## src/rtl/dma_pkg.sv

```systemverilog
// Shared types for the byte-wide block-transfer engine.
// State encoding and transfer mode constants.
package dma_pkg;

   typedef enum logic [1:0] {
      IDLE,
      READ,
      WRITE,
      DONE
   } state_t;

   localparam logic MODE_COPY = 1'b0;
   localparam logic MODE_FILL = 1'b1;

endpackage

```

## src/rtl/mem_dma.sv

```systemverilog
// Block copy / fill engine driving the data-memory port.
// One byte per memory cycle; copy alternates READ and WRITE.
module mem_dma
   import dma_pkg::*;
#(
   parameter int ADDR_W = 8,
   parameter int DATA_W = 8
) (
   input  logic              clk,
   input  logic              rst_n,
   input  logic              start,
   input  logic              mode,
   input  logic [ADDR_W-1:0] src_addr,
   input  logic [ADDR_W-1:0] dst_addr,
   input  logic [ADDR_W-1:0] length,
   input  logic [DATA_W-1:0] fill_data,
   output logic              busy,
   output logic              done,
   output logic              mem_read,
   output logic              mem_write,
   output logic [ADDR_W-1:0] access_addr,
   output logic [DATA_W-1:0] write_data,
   input  logic [DATA_W-1:0] read_data
);

   state_t            state;
   state_t            state_nxt;
   logic              mode_q;
   logic [ADDR_W-1:0] src_ptr;
   logic [ADDR_W-1:0] dst_ptr;
   logic [ADDR_W-1:0] remaining;
   logic [DATA_W-1:0] data_buf;

   always_ff @(posedge clk or negedge rst_n) begin
      if (!rst_n) begin
         state <= IDLE;
      end else begin
         state <= state_nxt;
      end
   end

   always_comb begin
      state_nxt   = state;
      busy        = 1'b1;
      done        = 1'b0;
      mem_read    = 1'b0;
      mem_write   = 1'b0;
      access_addr = '0;
      write_data  = '0;
      unique case (state)
         IDLE: begin
            busy = 1'b0;
            if (start) begin
               if (length == '0)
                  state_nxt = DONE;
               else if (mode == MODE_FILL)
                  state_nxt = WRITE;
               else
                  state_nxt = READ;
            end
         end
         READ: begin
            mem_read    = 1'b1;
            access_addr = src_ptr;
            state_nxt   = WRITE;
         end
         WRITE: begin
            mem_write   = 1'b1;
            access_addr = dst_ptr;
            write_data  = data_buf;
            if (remaining == ADDR_W'(1))
               state_nxt = DONE;
            else if (mode_q == MODE_FILL)
               state_nxt = WRITE;
            else
               state_nxt = READ;
         end
         DONE: begin
            done      = 1'b1;
            state_nxt = IDLE;
         end
      endcase
   end

   // Pointers wrap naturally at 2^ADDR_W.
   always_ff @(posedge clk or negedge rst_n) begin
      if (!rst_n) begin
         mode_q    <= MODE_COPY;
         src_ptr   <= '0;
         dst_ptr   <= '0;
         remaining <= '0;
         data_buf  <= '0;
      end else begin
         unique case (state)
            IDLE: begin
               if (start) begin
                  mode_q    <= mode;
                  src_ptr   <= src_addr;
                  dst_ptr   <= dst_addr;
                  remaining <= length;
                  data_buf  <= fill_data;
               end
            end
            READ: begin
               data_buf <= read_data;
               src_ptr  <= src_ptr + ADDR_W'(1);
            end
            WRITE: begin
               dst_ptr   <= dst_ptr + ADDR_W'(1);
               remaining <= remaining - ADDR_W'(1);
            end
            default: begin
            end
         endcase
      end
   end

endmodule

```

## config.mk

```make
export PLATFORM = sky130hd
export DESIGN_NAME = mem_dma
export DESIGN_NICKNAME = d
export VERILOG_FILES = /design/src/rtl/dma_pkg.sv /design/src/rtl/mem_dma.sv
export SDC_FILE = /design/constraint.sdc
export NUM_CORES = 1
export LEC_CHECK = 0
export ABC_AREA = 1
export CELL_PAD_IN_SITES_DETAIL_PLACEMENT = 1
export CELL_PAD_IN_SITES_GLOBAL_PLACEMENT = 2
export CORE_MARGIN = 5
export CORE_UTILIZATION = 28
export DETAILED_ROUTE_END_ITERATION = 16
export PLACE_DENSITY = 0.87
export SLEW_MARGIN = 10
export SYNTH_ARGS = -nofsm -noshare
export SYNTH_HDL_FRONTEND = slang
export SYNTH_SLANG_ARGS = --single-unit
```

## constraint.sdc

```tcl
create_clock -name clk -period 3.4 [get_ports clk]
set_clock_uncertainty 0.2 [all_clocks]
set_input_delay 0.85 -clock clk [delete_from_list [all_inputs] [get_ports clk]]
set_output_delay 0.85 -clock clk [all_outputs]
set_load 0.05 [all_outputs]
```

-- Word-level counts from Yosys, hierarchy flattened
Index checks and enable logic that the tools add are counted.
- add/sub/neg operators: 3
- multipliers: 0
- divide/modulo/power cells: 0
- $lt $le $gt $ge: 0
- equal/unequal tests: 5
- shift operators: 0
- multiplexer cells: 20
- bitwise operators: 0
- reduce and logical (&&, ||, !) cells: 7
- operator list (operator ; count):
    8-bit one-hot mux with 2 select lines ; 5
    8-bit two-way mux ; 5
    8-bit by 1-bit adder with 8-bit output (second input constant) ; 2
    2-bit two-way mux ; 5
    8-bit by 1-bit equality test with 1-bit output (second input constant) ; 1
    8-bit zero test ; 1
    2-bit one-hot mux with 4 select lines ; 1
    8-bit by 1-bit subtractor with 8-bit output (second input constant) ; 1
    2-bit AND reduction ; 3
    2-bit equality test (second input constant) ; 2
    1-bit two-way mux ; 4
    2-bit nonzero test ; 2
    2-bit by 1-bit equality test with 1-bit output (second input constant) ; 1
    2-bit zero test ; 1
    2-bit != test (second input constant) ; 1
- bits in registers: 35
- latch bits: 0
- memory bits (writable): 0
- bits in read-only memories: 0
- logic and storage cells: 41
- memories kept: 0

-- Longest topological paths before layout
- depth after elaboration: 4
- depth in mapped cells: 10
- depth with buffers taken out: 10

-- Worst setup path before layout
Ideal clock, no wire load.
- kind: register to output
- start: register state[0]
- end: output access_addr[1]
- arrival: 2.230 ns
- required time: 2.350 ns
- path slack: 0.120 ns
- stages on the path, launching flop included: 7
- path through: dfrtp_1 > inv_1 > ha_1 > buf_4 > buf_2 > nand2_1 > a21oi_1
- cells in the longest elaborated chain, start to end: 2
- elaborated cells between the ends (all ways): 3
- RTL lines (what ; line ; text):
    from (decl) ; mem_dma.sv:26 ; state_t state;
    from (signal assigned) ; mem_dma.sv:38 ; state <= state_nxt;
    2-bit equality test or 2-bit by 1-bit equality test with 1-bit output (tied branches) ; mem_dma.sv:50 ; unique case (state)
    8-bit one-hot mux with 2 select lines * ; mem_dma.sv:50 ;
    to (decl) ; mem_dma.sv:21 ; output logic [ADDR_W-1:0] access_addr,
Every way passes the cells marked *; elsewhere a longest branch is shown, timed or not.

-- Worst setup path after layout
- start: register state[1]
- end: output access_addr[6]
Same word-level chain as after synthesis.

==> flow_metrics.tcl <==
set metrics [dict create \
    status "complete, no violations" \
    r2r-start "state[0]$_DFFE_PN0P_" \
    cts.htree.levels 2 \
    r2r_end "remaining[3]$_DFFE_PN0P_" \
    synthTopCellsByCount "131 x nand2_1, 37 x inv_1, 35 x dfrtp_1, 32 x nor2_1, 22 x nand3_1" \
    grt_max_degree 36 \
    synthArstFlopShare_pct 100.0 \
    ant_nets 0 \
    vias 2481 \
    ir_worst_vdd_mv 0.5554 \
    placementRows 33 \
    power_leakage_uw 0.001607 \
    synth_cell_types 24 \
    rsz0062_at_grt "no" \
    yosysTopAreaCell "dfrtp_1" \
    yosysTopAreaCellShare_pct 37.33 \
    reg2regPathDepth 8 \
    ctsResizeCount 0 \
    core_sq_um 8175 \
    cts_setup_buffers 0 \
    drt_iter0_markers 73 \
    start_util_pct 28.70 \
    finalMaxSlewViolations 0 \
    crit_fanout 16 \
    syn_area_per_cell_sq_um 6.684 \
    finalCritPeriodShare_pct 91.06 \
    maxCapViolCount 0 \
    synth_ff_type "dfrtp_1" \
    clockBufferDepth 2 \
    period_minus_slack_ps 3096 \
    io_buffers 63 \
    power_density_nw_per_um2 1012 \
    cts_buffers 5 \
    hpwl_mm 5.940 \
    whs_ps 315.0 \
    worst_pin_slew_ps 868.6 \
    r2r_setup_slack_ps 880 \
    first_pass_iters 4 \
    grt_pass1_wl_mm 12.80 \
    fin_setup_tns_ps 0 \
    vias_per_cell 4.771 \
    hold_class "reg2reg" \
    syn_nets 403 \
    synth_seq_area_share_pct 37.33 \
    synth_seq_cells 35 \
    grt_usage_pct 15.78 \
    max_freq_ghz 0.3230 \
    cts_tree "done" \
    synth_area_leaders "dfrtp_1 37%, nand2_1 21%, inv_1 5.9%, nor2_1 5.1%, nand3_1 4.7%" \
    wire_per_inst_um 14.81 \
    min_path_cells 2 \
    antenna_cells 0 \
    antenna_found_initial 0 \
    crit_path_start_kind "flop" \
    slew_headroom_pct 42.09 \
    critPathArrivalTime_ps 2050 \
    path_buf_inv 2 \
    fillers 1031 \
    drt_drc_violations_left 0 \
    max_stage_delay_ps 570 \
    syn_to_final_growth_pct 42.51 \
    dieWidth_um 101.5 \
    ctsRootBufferMaster "clkbuf_8" \
    hold_end "src_ptr[7]$_DFFE_PN0P_" \
    gp_congestion 0.7987 \
    grt-ovfl-total 0 \
    finalHoldViolations 0 \
    dp.cells 512 \
    clkSinkCount 35 \
    grt_pass1_vias 2680 \
    min_from "src_ptr[7]$_DFFE_PN0P_" \
    cp_slowest_cell "ha_1" \
    worstSkewPairLatency_ps 290 \
    synth_most_common_cell "nand2_1" \
    drt-total-wl_mm 7.702 \
    clk_pin_slew_ps 80 \
    path_cells "inv_1, ha_1, nand2_1, a21oi_1, buf_12" \
    finalSetupViolCount 0 \
    dieHeight_um 101.5 \
    fin_cells 520 \
    critical_path_class "reg2out" \
    yosysWarnings 0 \
    crit_path_end_kind "output pin" \
    syn_inst 351 \
    fp.dieArea_sq_um 10310 \
    critPathTopFamily "adder cells" \
    ios 64 \
    layout-drive-gt1-share_pct 10.60 \
    synth_area_sq_um 2346 \
    cp_data_required_time_ps 2350 \
    postCtsHoldBufs 0 \
    synth_edf_count 0 \
    finalNetCount 466 \
]
==> placed cells by master, fill, tap and decap left out <==
cell | synthesis | final
nand2_4 | 1 | 1
a21oi_1 | 11 | 11
nand3_2 | 1 | 1
ha_1 | 8 | 8
nor2_2 | 1 | 1
xor2_1 | 2 | 2
nand2_2 | 4 | 4
nor2_1 | 32 | 32
o21ai_1 | 11 | 11
buf_4 | 5 | 7
inv_2 | 3 | 3
nor3_1 | 2 | 2
nand2_1 | 131 | 131
o22ai_1 | 4 | 4
bufinv_16 | 0 | 1
clkdlybuf4s50_1 | 0 | 44
or2_1 | 1 | 1
o21ai_0 | 17 | 17
o21ai_2 | 1 | 1
dfrtp_1 | 35 | 35
nand3_1 | 22 | 22
buf_2 | 6 | 1
a31oi_1 | 10 | 10
clkinv_2 | 0 | 1
buf_12 | 0 | 17
clkbuf_8 | 0 | 6
inv_1 | 37 | 37
o211ai_1 | 4 | 4
==> metrics by stage <==
stage / area [sq um] / setup slack [ps] / power (uW) / util (%)
floorplan: 2346 / 119.6 / 2198 / -
global placement: 3226 / 648.6 / 2950 / 39.46
detailed placement: 3226 / 631.2 / 3021 / 39.46
CTS: 3343 / 289.5 / 3443 / 40.89
global route: 3343 / 121.3 / 3676 / 40.89
finish: 3343 / 304.0 / 3383 / 40.89
==> layer usage <==
metal / up-vias / share of wire (%) / GRT usage (%)
li1: 1241 / - / -
met1: 1189 / 45 / 19.66
met2: 44 / 51 / 28.22
met3: 7 / 3.2 / 2.479
met4: 0 / 1.4 / 4.192
met5: - / 0 / 0
==> tightest hold or removal path: stages (launching register included) <==
cell     delay [ps]
dfrtp_1         370
nand2_1          60
nand2_1          50
==> where the power goes <==
part           total, uW  leakage [uW]  switching, uW  internal (uW)
Combinational       2170       0.00113           1350            819
Clock                403     0.0000612            165            237
Sequential           809      0.000418            179            630
Total               3380       0.00161           1700           1690
==> cells by family after synthesis <==
logic type,Yosys count,share of synthesized area (%)
and+or+nand+nor,195,33.71
xor gates and xnor gates,2,0.7468
adders and majority gates,8,4.267
AOI/OAI and AO/OA,58,13.71
buffers and inverters,53,10.24
DFF,35,37.33
==> state kept, by name, indices dropped and copies added (netlist names) <==
name and cells:
remaining 8, state 2, data_buf 8, dst_ptr 8, mode_q 1, src_ptr 8
==> worst max path at each step <==
stage / slack, ps / start / end / depth (start not counted)
final: 300 / state[1]$_DFFE_PN0P_ / access_addr[6] / 5
after global routing: 120 / state[0]$_DFFE_PN0P_ / access_addr[6] / 5
after CTS: 290 / state[0]$_DFFE_PN0P_ / access_addr[6] / 5
after detailed placement: 630 / state[0]$_DFFE_PN0P_ / access_addr[4] / 5
after global placement: 650 / state[0]$_DFFE_PN0P_ / access_addr[6] / 5
after floorplan: 120 / state[0]$_DFFE_PN0P_ / access_addr[1] / 6
==> cell type report <==
class / instances / area (sq um) / area share [%]
clock buffers: 6 / 82.58 / 2.470
well taps: 105 / 131.4 / 3.930
clock inverters: 2 / 35.03 / 1.048
repair buffers: 69 / 838.3 / 25.07
inverters: 40 / 150.1 / 4.491
multi-input cells: 263 / 1230 / 36.79
flip-flops and latches: 35 / 875.8 / 26.20
(Power assumes the default switching activity.)
